===== src/rtl/cclut_best_scan_ctrl_pkg.sv =====
// Shared widths, FSM encoding and the sort-key helper for the serial
// ccLUT best-pattern scan controller.
package cclut_best_scan_ctrl_pkg;

    localparam int MXPATB  = 4;   // pattern id width, lsb = bend direction
    localparam int MXKEYB  = 5;   // key half-strip width within one group
    localparam int MXKEYBX = 8;   // {group index, key}
    localparam int MXPATC  = 12;  // comparator code width
    localparam int NGRP    = 5;   // groups scanned per set (max 8)
    localparam int MXDROPB = 8;   // dropped-start counter width
    localparam int IDXB    = 3;   // group index width

    typedef enum logic {
        IDLE = 1'b0,
        SCAN = 1'b1
    } state_t;

    // Sort key is the pattern id with the bend bit shifted out; returned
    // zero-extended so callers can compare full-width values.
    function automatic logic [MXPATB-1:0] sort_key(input logic [MXPATB-1:0] pat);
        return pat >> 1;
    endfunction

endpackage


===== src/rtl/cclut_best_scan_ctrl_cand_cmp.sv =====
// Shared comparator: decides whether the candidate replaces the running best.
// The first group always loads; later groups win only on a strictly greater
// sort key, so ties stay with the lowest group index.
module cclut_best_scan_ctrl_cand_cmp
    import cclut_best_scan_ctrl_pkg::*;
(
    input  logic [MXPATB-1:0] cand_pat,
    input  logic [MXPATB-1:0] best_pat,
    input  logic              first,
    output logic              replace
);

    // Strict-greater compare on the bend-stripped pattern id.
    always_comb begin
        replace = first || (sort_key(cand_pat) > sort_key(best_pat));
    end

endmodule


===== src/rtl/cclut_best_scan_ctrl.sv =====
// Serial 1-of-NGRP best-pattern selector. A start in IDLE latches one
// candidate per group; the groups are then walked one per clock through a
// single comparator, and the winner is published with a one-cycle strobe.
//
// Handshake: start is a single-cycle request that is only honoured in IDLE
// (and only without abort); there is no ready signal, so any start seen
// while busy is dropped and recorded in overflow/drop_cnt. best_vld is a
// one-cycle pulse; best_* hold their value until the next best_vld.
module cclut_best_scan_ctrl
    import cclut_best_scan_ctrl_pkg::*;
(
    input  logic                     clock,
    input  logic                     reset_n,
    input  logic                     start,
    input  logic                     abort,
    input  logic                     clear_stat,
    input  logic [NGRP*MXPATB-1:0]   pat_in,
    input  logic [NGRP*MXKEYB-1:0]   key_in,
    input  logic [NGRP*MXPATC-1:0]   carry_in,
    output logic                     busy,
    output logic                     best_vld,
    output logic [MXPATB-1:0]        best_pat,
    output logic [MXKEYBX-1:0]       best_key,
    output logic [MXPATC-1:0]        best_carry,
    output logic                     overflow,
    output logic [MXDROPB-1:0]       drop_cnt,
    output logic                     scan_state
);

    state_t state;
    state_t state_nxt;

    logic [IDXB-1:0]    idx;
    logic [MXPATB-1:0]  pat_l   [NGRP];
    logic [MXKEYB-1:0]  key_l   [NGRP];
    logic [MXPATC-1:0]  carry_l [NGRP];

    logic [MXPATB-1:0]  run_pat;
    logic [MXKEYBX-1:0] run_key;
    logic [MXPATC-1:0]  run_carry;

    logic [MXPATB-1:0]  cand_pat;
    logic [MXKEYBX-1:0] cand_key;
    logic [MXPATC-1:0]  cand_carry;

    logic accept;
    logic scan_step;
    logic finish;
    logic first;
    logic last;
    logic replace;
    logic drop;

    assign busy       = (state == SCAN);
    assign scan_state = state;
    assign first      = (idx == '0);
    assign last       = (idx == IDXB'(NGRP - 1));
    assign drop       = (state == SCAN) && start;

    // Select the candidate for the group currently being scanned.
    always_comb begin
        cand_pat   = pat_l[idx];
        cand_key   = {idx, key_l[idx]};
        cand_carry = carry_l[idx];
    end

    cclut_best_scan_ctrl_cand_cmp u_cmp (
        .cand_pat (cand_pat),
        .best_pat (run_pat),
        .first    (first),
        .replace  (replace)
    );

    // Next-state and per-cycle control; abort always wins in both states.
    always_comb begin
        state_nxt = state;
        accept    = 1'b0;
        scan_step = 1'b0;
        finish    = 1'b0;
        case (state)
            IDLE: begin
                if (start && !abort) begin
                    state_nxt = SCAN;
                    accept    = 1'b1;
                end
            end
            SCAN: begin
                if (abort) begin
                    state_nxt = IDLE;
                end else begin
                    scan_step = 1'b1;
                    if (last) begin
                        state_nxt = IDLE;
                        finish    = 1'b1;
                    end
                end
            end
            default: state_nxt = IDLE;
        endcase
    end

    // State register.
    always_ff @(posedge clock or negedge reset_n) begin
        if (!reset_n) state <= IDLE;
        else          state <= state_nxt;
    end

    // Capture the candidate set on an accepted start.
    always_ff @(posedge clock or negedge reset_n) begin
        if (!reset_n) begin
            for (int g = 0; g < NGRP; g++) begin
                pat_l[g]   <= '0;
                key_l[g]   <= '0;
                carry_l[g] <= '0;
            end
        end else if (accept) begin
            for (int g = 0; g < NGRP; g++) begin
                pat_l[g]   <= pat_in[g*MXPATB +: MXPATB];
                key_l[g]   <= key_in[g*MXKEYB +: MXKEYB];
                carry_l[g] <= carry_in[g*MXPATC +: MXPATC];
            end
        end
    end

    // Group index: cleared on accept, finish or abort, otherwise advances.
    always_ff @(posedge clock or negedge reset_n) begin
        if (!reset_n)                      idx <= '0;
        else if (accept || finish || abort) idx <= '0;
        else if (scan_step)                idx <= idx + 1'b1;
    end

    // Running best, private to the scan so best_* stay stable mid-scan.
    always_ff @(posedge clock or negedge reset_n) begin
        if (!reset_n) begin
            run_pat   <= '0;
            run_key   <= '0;
            run_carry <= '0;
        end else if (scan_step && replace) begin
            run_pat   <= cand_pat;
            run_key   <= cand_key;
            run_carry <= cand_carry;
        end
    end

    // Publish the winner on the final scan edge with a one-cycle strobe.
    always_ff @(posedge clock or negedge reset_n) begin
        if (!reset_n) begin
            best_vld   <= 1'b0;
            best_pat   <= '0;
            best_key   <= '0;
            best_carry <= '0;
        end else begin
            best_vld <= finish;
            if (finish) begin
                best_pat   <= replace ? cand_pat   : run_pat;
                best_key   <= replace ? cand_key   : run_key;
                best_carry <= replace ? cand_carry : run_carry;
            end
        end
    end

    // Dropped-start statistics; clear_stat overrides a same-cycle drop.
    always_ff @(posedge clock or negedge reset_n) begin
        if (!reset_n) begin
            overflow <= 1'b0;
            drop_cnt <= '0;
        end else if (clear_stat) begin
            overflow <= 1'b0;
            drop_cnt <= '0;
        end else if (drop) begin
            overflow <= 1'b1;
            if (drop_cnt != '1) drop_cnt <= drop_cnt + 1'b1;
        end
    end

endmodule


===== config.mk =====
export PLATFORM = sky130hd
export DESIGN_NAME = cclut_best_scan_ctrl
export DESIGN_NICKNAME = d
export VERILOG_FILES = /design/src/rtl/cclut_best_scan_ctrl_pkg.sv /design/src/rtl/cclut_best_scan_ctrl_cand_cmp.sv /design/src/rtl/cclut_best_scan_ctrl.sv
export SDC_FILE = /design/constraint.sdc
export NUM_CORES = 1
export LEC_CHECK = 0
export ABC_CLOCK_PERIOD_IN_PS = 2400
export CAP_MARGIN = 20
export CORE_MARGIN = 2
export CORE_UTILIZATION = 47
export DETAILED_ROUTE_END_ITERATION = 12
export GPL_ROUTABILITY_DRIVEN = 0
export PLACE_DENSITY_LB_ADDON = 0.2
export SETUP_SLACK_MARGIN = 0.2
export SLEW_MARGIN = 10
export SYNTH_ARGS = -nofsm -noshare
export SYNTH_HDL_FRONTEND = slang
export SYNTH_SLANG_ARGS = --single-unit
export TNS_END_PERCENT = 1

===== constraint.sdc =====
create_clock -name clock -period 2.4 [get_ports clock]
set_input_delay 0.24 -clock clock [delete_from_list [all_inputs] [get_ports clock]]
set_output_delay 0.24 -clock clock [all_outputs]
set_load 0.03 [all_outputs]

## Word level (Yosys, flattened, before mapping)

Index checks and enable logic that the tools add are counted.

| storage, ports and cells | value |
|---|---|
| register bits | 167 |
| bits of input ports | 110 |
| output and inout bits | 36 |

| cells by class | value |
|---|---|
| $add $sub $neg | 2 |
| $lt $le $gt $ge | 2 |
| equality and inequality tests | 2 |
| multiplexer cells | 29 |
| bitwise operators | 2 |
| reductions and logical operators | 12 |

Operators by type and width:

| cell | number |
|---|---|
| 12-bit binary-select mux with 3-bit select | 1 |
| 12-bit two-way mux | 3 |
| 8-bit two-way mux | 4 |
| 5-bit binary-select mux with 3-bit select | 1 |
| 4-bit binary-select mux with 3-bit select | 1 |
| 4-bit two-way mux | 3 |
| 1-bit two-way mux | 11 |
| 5-bit two-way mux | 2 |
| 8-bit by 1-bit adder with 8-bit output, second input constant | 1 |
| 8-bit != test, second input constant | 1 |
| 3-bit two-way mux | 2 |
| 2-bit nonzero test | 3 |
| 4-bit greater-or-equal comparator, second input constant | 1 |
| 3-bit NOT with 4-bit output | 1 |
| 3-bit by 1-bit adder with 3-bit output, second input constant | 1 |
| 3-bit equality test, second input constant | 1 |
| 3-bit greater-than comparator | 1 |
| 1-bit logical AND | 3 |
| 3-bit logical NOT | 1 |
| 1-bit logical OR | 3 |
| 1-bit case mux with 2 select lines | 1 |
| 2-bit AND reduction | 1 |
| 1-bit logical NOT | 1 |
| 1-bit NOT | 1 |

## Depth between registers and ports, before layout

Gate-level depths: netlist (run 1).

| depth | value |
|---|---|
| word-level depth | 7 |
| gate-level depth with buffers | 13 |
| depth with buffers taken out | 9 |

## Cells and area by module

From an unflattened synthesis (run 1), not the netlist that was laid out.

| second synthesis, totals | value |
|---|---|
| cell total of the unflattened synthesis | 588 |
| area, all modules | 7408.4 sq um |

Modules (own cells, without submodules):

| module | times used | cells an instance | area each (sq um) | sequential area each (sq um) |
|---|---|---|---|---|
| cclut_best_scan_ctrl | 1 | 577 | 7330.8 | 4179.0 |
| cclut_best_scan_ctrl_cand_cmp | 1 | 11 | 77.6 | 0.0 |

## Worst setup path after synthesis (run 1)

OpenSTA, ideal clock, no wires.

| timing | value |
|---|---|
| kind | reg2reg |
| start point | register idx[0] |
| end point | register best_carry[10] |
| setup time | 126 ps |
| arrival | 2362 ps |
| path slack | -88 ps |
| cell stages (with the launch flop) | 13 |
| buffers on the path | 4 |
| clock period less this slack | 2488 ps |
| path through | dfrtp_1 > buf_6 > nor2b_1 > buf_4 > o2bb2ai_1 > o21a_1 > ha_1 > a211oi_2 > o21a_1 > buf_4 > buf_2 > nor3_1 > a221o_1 |

| between the ends | value |
|---|---|
| cells in the longest elaborated chain, start to end | 7 |
| elaborated cells between the ends (all ways) | 15 |
| those cells by class | order compare: 1; eq/ne: 1; mux: 10; bitwise: 1; reduce/logical: 2 |

RTL lines:

| item | RTL line | source |
|---|---|---|
| start: declaration | cclut_best_scan_ctrl.sv:33 | `logic [IDXB-1:0] idx;` |
| start signal: assignment | cclut_best_scan_ctrl.sv:129 | `else if (scan_step) idx <= idx + 1'b1;` |
| 3-bit NOT with 4-bit output (implied by the code) | cclut_best_scan_ctrl.sv:62 | `cand_pat = pat_l[idx];` |
| 4-bit binary-select mux with 3-bit select | cclut_best_scan_ctrl.sv:62 |  |
| 4-bit two-way mux (implied by the code) (2 in a row) | cclut_best_scan_ctrl.sv:62 |  |
| via cand_pat[2] | cclut_best_scan_ctrl.sv:42 | `logic [MXPATB-1:0] cand_pat;` |
| 3-bit greater-than comparator | cclut_best_scan_ctrl_cand_cmp.sv:15 | `replace = first \|\| (sort_key(cand_pat) > sort_key(best_pat));` |
| 1-bit logical OR | cclut_best_scan_ctrl_cand_cmp.sv:15 |  |
| 12-bit two-way mux | cclut_best_scan_ctrl.sv:157 | `best_carry <= replace ? cand_carry : run_carry;` |
| end signal: assignment | cclut_best_scan_ctrl.sv:157 |  |
| end: declaration | cclut_best_scan_ctrl.sv:24 | `output logic [MXPATC-1:0] best_carry,` |

The timed path passes the listed nets, and every way through them passes these cells. The select of a mux whose other input is x is not followed.
A chain may end at the register's enable or synchronous reset.

## Worst setup path after layout (run 1)

| timing | value |
|---|---|
| start point | register idx[2] |
| end point | register run_key[7] |

| between the ends | value |
|---|---|
| cells in the longest elaborated chain, start to end | 7 |
| elaborated cells between the ends (all ways) | 8 |
| those cells by class | order compare: 1; mux: 3; bitwise: 1; reduce/logical: 3 |

RTL lines:

| item | RTL line | source |
|---|---|---|
| 3-bit NOT with 4-bit output (implied by the code) | cclut_best_scan_ctrl.sv:62 |  |
| 4-bit binary-select mux with 3-bit select | cclut_best_scan_ctrl.sv:62 |  |
| 4-bit two-way mux (implied by the code) (2 in a row) | cclut_best_scan_ctrl.sv:62 |  |
| via cand_pat[2] | cclut_best_scan_ctrl.sv:42 |  |
| 3-bit greater-than comparator | cclut_best_scan_ctrl_cand_cmp.sv:15 |  |
| 1-bit logical OR | cclut_best_scan_ctrl_cand_cmp.sv:15 |  |
| 1-bit logical AND | cclut_best_scan_ctrl.sv:138 | `end else if (scan_step && replace) begin` |
| end signal: assignment | cclut_best_scan_ctrl.sv:140 | `run_key <= cand_key;` |
| end: declaration | cclut_best_scan_ctrl.sv:39 | `logic [MXKEYBX-1:0] run_key;` |

The timed path passes the listed nets, and every way through them passes these cells. The select of a mux whose other input is x is not followed.

==> qor.tcl, run 1 <==
set qor(detail_route.wirelength_mm) 18.3
set qor(routedWlPerCell_um) 18.5
set qor(synth_top_area_cells) {sky130_fd_sc_hd__dfrtp_1 55%, sky130_fd_sc_hd__mux2_2 16%, sky130_fd_sc_hd__mux2i_1 6.0%}
set qor(timing.reg2reg.worst_path_depth) 9
set qor(switching_share_pct) 27.3
set qor(grt-busiest-layer) {met2}
set qor(netlist_area_mm2) 0.00755
set qor(synth-edff-count) 0
set qor(reg2reg_to) {run_key[7]}
set qor(grt_pass1_wl_mm) 27.7
set qor(detail_route.drc_violations) 0
set qor(clock_latency_ns) 0.43
set qor(grt_remaining_overflow) 0
set qor(synth_largest_type_area_fraction_pct) 55.4
set qor(cts-root-to-sink-buffers) 2
set qor(postSynthRegisterBits) 167
set qor(clock_power_share_pct) 32.9
set qor(grt_setup_unrepaired) {yes}
set qor(total_leakage_power_nw) 4.14
set qor(cell_type_with_the_largest_total_area_after_synthesis) {sky130_fd_sc_hd__dfrtp_1}
set qor(h-tree-depth) 4
set qor(r2r_slack_ns) -0.06
set qor(critical_path_required_ns) 2.72
set qor(postSynth.topFlopCell) {sky130_fd_sc_hd__dfrtp_1}
set qor(grt_util_met3_pct) 4.97
set qor(worstSetupStartpointType) {flop}
set qor(filler_cell_count) 1229
set qor(synthesis.nets) 709
set qor(crit_arrival_ns) 2.77
set qor(type_of_element_capturing_the_critical_path) {flop}
set qor(synth_common_cells) {167 x sky130_fd_sc_hd__dfrtp_1, 106 x sky130_fd_sc_hd__mux2_2, 63 x sky130_fd_sc_hd__o21ai_0}
set qor(max_cap_violations) 0
set qor(power.ir.vdd_worst_mv) 0.544
set qor(worst_pin_slew_ns) 0.838
set qor(dr_total_vias) 5416
set qor(synthCells) 593
set qor(layout.core_utilization_pct) 64.6
set qor(die_area_mm2) 0.0171
set qor(report.final.slew_viol_count) 0
set qor(vias_in_the_first_global_route) 5244
set qor(drt.antenna.violating_nets) 0
set qor(floorplan.die.height_um) 131
set qor(grtUsageMet1_pct) 30.4
set qor(critical_path_class) {reg -> reg}
set qor(power_per_cell_area_mw_per_mm2) 834
set qor(layout_cell_share_with_drive_strength_beyond_1_pct) 26.4
set qor(area_occupied_by_multi_input_gates_mm2) 0.00318
set qor(path_clk_slew_ns) 0.06
set qor(timing.final.setup_violations) 22
set qor(sw_power_mw) 2.32
set qor(failed_checks) {negative setup slack}
set qor(final-hold-violation-count) 0
set qor(run_status) {finished, violations left}
set qor(top_achievable_clock_speed_ghz) 0.407
set qor(power.total_mw) 8.50
set qor(design.core.area_mm2) 0.0158
set qor(groute.layer.met2.usage_pct) 33.1
set qor(synthArstFlopShare_pct) 100
set qor(hold-worst-slack_ns) 0.397
set qor(antennaDiodeCount) 0
set qor(grtUsageTotal_pct) 21.5
set qor(drtIter0Drc) 362
set qor(cts.sink_count) 167
set qor(cts_buf_count) 17
set qor(final.min_clock_period_ns) 2.46
set qor(dpl.hpwl_mm) 12.6
set qor(design.final.nets) 877
set qor(portbufs) 145
set qor(detailedRoute.firstPassIterationCount) 4
set qor(worst_hold_path_type) {in -> async}
set qor(combinationalPowerShare_pct) 23.5
set qor(area_added_between_synthesis_and_finish_pct) 35.0
set qor(critical_path.reg2reg.startpoint) {idx[2]}
set qor(pin_count_of_the_biggest_net_entering_global_routing) 71
set qor(timing.critical_path.fanout_max) 6
set qor(tritoncts) {yes}
set qor(seq_power_share_pct) 43.6
set qor(seq_area_mm2) 0.00418
set qor(initial_utilization_pct) 47.9
set qor(syn_area_per_cell_um2) 12.7
set qor(die_width_um) 131
set qor(power.internal_mw) 6.18
set qor(crit_path_start) {idx[2]}
set qor(yosys.cell_count.top_type) {sky130_fd_sc_hd__dfrtp_1}
set qor(fin_worst_skew_ns) 0.00601
set qor(setup_ws_ns) -0.0552
set qor(routed_via_density) 5.47
set qor(ys_types) 38
set qor(std_cell_rows) 46
set qor(io-pin-count) 146
set qor(slew_headroom_pct) 44.1
set qor(synth_sequential_area_ratio_pct) 55.4
set qor(clock-root-buffer) {sky130_fd_sc_hd__clkbuf_16}
set qor(yosys_warnings) 0
set qor(grt_antenna_before_repair) 0
set qor(post-route-period-util_pct) 102
-- registers in the layout, indices dropped and copies added, names as in the netlist, 3 cells and up --
signal / flops
carry_l: 60
key_l: 25
pat_l: 20
best_carry: 12
run_carry: 12
best_key: 8
drop_cnt: 8
run_key: 8
best_pat: 4
run_pat: 4
idx: 3
-- power groups by stage --
stage	clock, mW	sequential (mW)	combinational, mW
2_1_floorplan	0	3.67	1.04
3_3_place_gp	0	3.71	1.56
3_5_place_dp	0	3.75	1.62
4_1_cts	2.85	3.70	1.64
5_1_grt	2.97	3.78	2.17
6_report	2.80	3.70	2.00
-- repair_timing --
item / in CTS / in global routing
pin swaps: 1 / 12
hold buffers: 1 / 0
setup buffers: 1 / 7
setup endpoints to repair: 47 / 48
cloned: 0 / 8
gates resized for setup: 4 / 44
endpoints found under the hold margin: 67 / 0
-- cell usage in the layout, fill, tap and decap left out, drive strengths merged --
master / n
inv: 6
xnor2: 3
a21oi: 9
and2: 4
clkinvlp: 2
nand2b: 3
a211oi: 2
buf: 45
o2bb2ai: 19
nand3: 5
nor2b: 2
a21o: 1
bufinv: 3
o21a: 4
o21ai: 87
ha: 6
nand3b: 3
nor3: 22
nor2: 15
nor4b: 1
mux2i: 45
clkinv: 3
nand2: 6
a221o: 21
a31oi: 1
mux2: 106
clkdlybuf4s50: 144
dlygate4sd3: 1
nor3b: 4
and4: 1
dfrtp: 167
clkbuf: 26
xor2: 4
and3: 3
-- routing by layer --
layer,vias up,wire length (um)
met5,-,0
met4,0,314
met3,25,833
met2,139,8890
met1,2725,8280
li1,2527,-
-- logic make-up (layout without fill, tap and decap cells) --
kind of cell	Yosys count	count (layout)	synth area share, %
flip-flops	167	167	55.4
multiplexers	151	151	21.8
AO/OA/AOI/OAI	143	144	12.1
AND/OR/NAND/NOR	66	69	4.68
buffers and inverters	53	230	4.26
XOR/XNOR	7	7	0.812
adder cells (fa/ha/maj)	6	6	0.995
-- worst max-delay path, stage by stage, from the launching register on --
cell                        delay (ns)
sky130_fd_sc_hd__dfrtp_2          0.45
sky130_fd_sc_hd__buf_6            0.13
sky130_fd_sc_hd__mux2i_1          0.14
sky130_fd_sc_hd__o2bb2ai_1        0.08
sky130_fd_sc_hd__o21a_2           0.25
sky130_fd_sc_hd__ha_4             0.24
sky130_fd_sc_hd__a211oi_4         0.30
sky130_fd_sc_hd__o21a_4           0.26
sky130_fd_sc_hd__nand2b_4         0.17
sky130_fd_sc_hd__mux2_2           0.33
-- per-stage QoR --
stage / setup slack (ns) / cells / cell area [um^2] / TNS, ns
finish: -0.0552 / 990 / 10200 / -0.636
global route: -0.129 / 990 / 10200 / -3.78
CTS: -0.00863 / 975 / 9930 / -0.0164
detailed placement: -0.117 / 941 / 9300 / -3.35
global placement: 0.0322 / 941 / 9300 / 0
floorplan: -0.0335 / 593 / 7580 / -0.567
-- layout make-up --
| cell class | instances | area share, % |
|---|---|---|
| flip-flops and latches | 167 | 41.1 |
| multi-input cells | 377 | 31.2 |
| repair buffers | 192 | 18.9 |
| clock buffers | 24 | 4.73 |
| well taps | 216 | 2.65 |
| clock inverters | 8 | 1.18 |
| inverters | 6 | 0.221 |
-- worst max path at each step --
stage                          endpoint  slack, ns
after global placement      best_key[4]       0.03
after detailed placement   run_carry[7]      -0.12
after floorplan             best_key[2]      -0.03
final                        run_key[7]      -0.06
after CTS                 best_carry[2]     -0.009
after global routing         run_key[7]      -0.13
(Power assumes the default switching activity.)
==> run 2: changes to the inputs <==
CORE_ASPECT_RATIO = 0.8   (was default)
SLEW_MARGIN = 25   (was 10)
==> run 2 against run 1 <==
Effect of this change: the run still ends with negative setup slack left; count of clock-buffer cells in the layout did not move; non-clock buffer count fell by 7; cell count fell by 1.0%; critical path depth is 1 higher; largest power group unchanged; highest routed layer unchanged.
==> qor.tcl, run 2 (synthesized netlist as in run 1, its figures left out) <==
set qor(run_status) {finished, violations left}
set qor(failed_checks) {negative setup slack}
set qor(grt_setup_unrepaired) {yes}
set qor(grt-busiest-layer) {met1}
set qor(detailedRoute.firstPassIterationCount) 5
set qor(design.final.nets) 869
set qor(io-pin-count) 146
set qor(grt_antenna_before_repair) 0
set qor(max_cap_violations) 0
set qor(detail_route.wirelength_mm) 18.6
set qor(die_width_um) 146
set qor(layout_cell_share_with_drive_strength_beyond_1_pct) 26.5
set qor(dpl.hpwl_mm) 12.8
set qor(layout.core_utilization_pct) 64.0
set qor(clock-root-buffer) {sky130_fd_sc_hd__clkbuf_16}
set qor(grt_remaining_overflow) 0
set qor(clock_latency_ns) 0.43
set qor(fin_worst_skew_ns) 0.00674
set qor(groute.layer.met2.usage_pct) 32.8
set qor(vias_in_the_first_global_route) 5456
set qor(floorplan.die.height_um) 117
set qor(top_regs) {carry_l (60), key_l (25), pat_l (20)}
set qor(mostFrequentLayoutCells) {165 x sky130_fd_sc_hd__dfrtp_1, 144 x sky130_fd_sc_hd__clkdlybuf4s50_1, 106 x sky130_fd_sc_hd__mux2_2}
set qor(number_of_flip_flops_under_the_largest_register_name) 60
set qor(top_achievable_clock_speed_ghz) 0.405
set qor(instances_no_fill) 980
set qor(power_per_cell_area_mw_per_mm2) 812
set qor(area_added_between_synthesis_and_finish_pct) 33.5
set qor(grtUsageTotal_pct) 22.3
set qor(postPlaceCellArea_mm2) 0.00925
set qor(grt_util_met3_pct) 5.06
set qor(drtIter0Drc) 301
set qor(grt_pass1_wl_mm) 29.5
set qor(worst_hold_path_type) {in -> async}
set qor(cts-root-to-sink-buffers) 2
set qor(grtUsageMet1_pct) 33.4
set qor(setup_ws_ns) -0.0711
set qor(final-hold-violation-count) 0
set qor(drt.antenna.violating_nets) 0
set qor(antennaDiodeCount) 0
set qor(std_cell_rows) 41
set qor(hold-worst-slack_ns) 0.316
set qor(critical_path_required_ns) 2.70
set qor(power.total_mw) 8.18
set qor(dr_total_vias) 5360
set qor(detail_route.drc_violations) 0
set qor(post-route-period-util_pct) 103
set qor(mostFrequentLayoutCell) {sky130_fd_sc_hd__dfrtp_1}
set qor(cts.sink_count) 167
set qor(power.ir.vdd_worst_mv) 0.602
set qor(final_cell_area_mm2) 0.0101
set qor(die_area_mm2) 0.0171
set qor(path_clk_slew_ns) 0.06
set qor(routedWlPerCell_um) 18.9
set qor(cts_buf_count) 17
set qor(initial_utilization_pct) 47.9
set qor(portbufs) 145
set qor(type_of_element_capturing_the_critical_path) {flop}
set qor(slew_headroom_pct) 41.8
set qor(timing.critical_path.fanout_max) 8
set qor(design.core.area_mm2) 0.0157
set qor(worstSetupStartpointType) {flop}
set qor(registers.top_by_ff_count) {carry_l}
set qor(routed_via_density) 5.47
set qor(timing.final.setup_violations) 28
set qor(pin_count_of_the_biggest_net_entering_global_routing) 70
set qor(worst_pin_slew_ns) 0.873
set qor(timing.reg2reg.worst_path_depth) 10
set qor(tns_ns) -0.844
set qor(dpl.cell_count) 933
set qor(report.final.slew_viol_count) 0
set qor(h-tree-depth) 4
set qor(final.min_clock_period_ns) 2.47
set qor(setup_slack_after_placement_ns) -0.208
set qor(crit_arrival_ns) 2.77
set qor(total_leakage_power_nw) 4.09
set qor(critical_path_class) {reg -> reg}
set qor(tritoncts) {yes}
[run 2: cell types whose count changed in the layout (fill, tap and decap cells not counted), moves of 2 or more]
| cell | before | now |
|---|---|---|
| sky130_fd_sc_hd__clkbuf_16 | 19 | 17 |
| sky130_fd_sc_hd__bufinv_16 | 3 | 1 |
| sky130_fd_sc_hd__o21ai_1 | 47 | 33 |
| sky130_fd_sc_hd__o21ai_2 | 1 | 7 |
| sky130_fd_sc_hd__o21ai_0 | 38 | 47 |
| sky130_fd_sc_hd__buf_6 | 4 | 7 |
| sky130_fd_sc_hd__buf_4 | 35 | 26 |
| sky130_fd_sc_hd__clkbuf_1 | 4 | 0 |
| sky130_fd_sc_hd__clkbuf_8 | 3 | 7 |
| sky130_fd_sc_hd__o21a_4 | 2 | 0 |
[run 2: final timing paths]
check	startpoint	endpoint	slack (ns)
setup / recovery	idx[2]	best_key[3]	-0.07
hold / removal	reset_n	best_pat[1]	0.32
setup reg to reg	idx[2]	best_key[3]	-0.07
hold reg to reg	best_key[7]	best_key[7]	0.49
max in group asynchronous	reset_n	carry_l[53]	1.35
min in group clock	carry_in[30]	carry_l[30]	0.42
[run 2: repair_timing]
action | in CTS | in global routing
setup buffers | 9 | 1
hold endpoints to repair | 39 | 0
hold buffers | 1 | 0
gates resized for setup | 19 | 27
cloned | 4 | 1
endpoints found under the setup margin | 47 | 47
pin swaps | 4 | 4
[run 2: final cells by class]
cell class,instances,area [um^2]
Inverter,6,22.5
Sequential cell,167,4180
Multi-Input combinational cell,376,3160
Timing Repair Buffer,185,1850
Clock buffer,24,522
Fill cell,1195,5670
Clock inverter,7,66.3
Tap cell,215,269
[run 2: report_power, final]
group,internal [mW],switching (mW)
combinational,0.952,0.846
clock,1.61,1.06
sequential,3.39,0.328
[run 2: metal layers]
metal / vias to the layer above / share of wire, %
li1: 2502 / -
met4: 0 / 1.2
met5: - / 0
met2: 180 / 45
met1: 2658 / 49
met3: 20 / 5.2
[run 2: worst max-delay path: stages (launching register included)]
cell and delay [ns]:
sky130_fd_sc_hd__dfrtp_2 0.47, sky130_fd_sc_hd__buf_6 0.15, sky130_fd_sc_hd__buf_4 0.13, sky130_fd_sc_hd__o21ai_2 0.13
sky130_fd_sc_hd__o21a_1 0.21, sky130_fd_sc_hd__ha_4 0.23, sky130_fd_sc_hd__a211oi_2 0.21, sky130_fd_sc_hd__o21a_2 0.25
sky130_fd_sc_hd__clkbuf_4 0.21, sky130_fd_sc_hd__nor3_1 0.06, sky130_fd_sc_hd__a221o_1 0.29
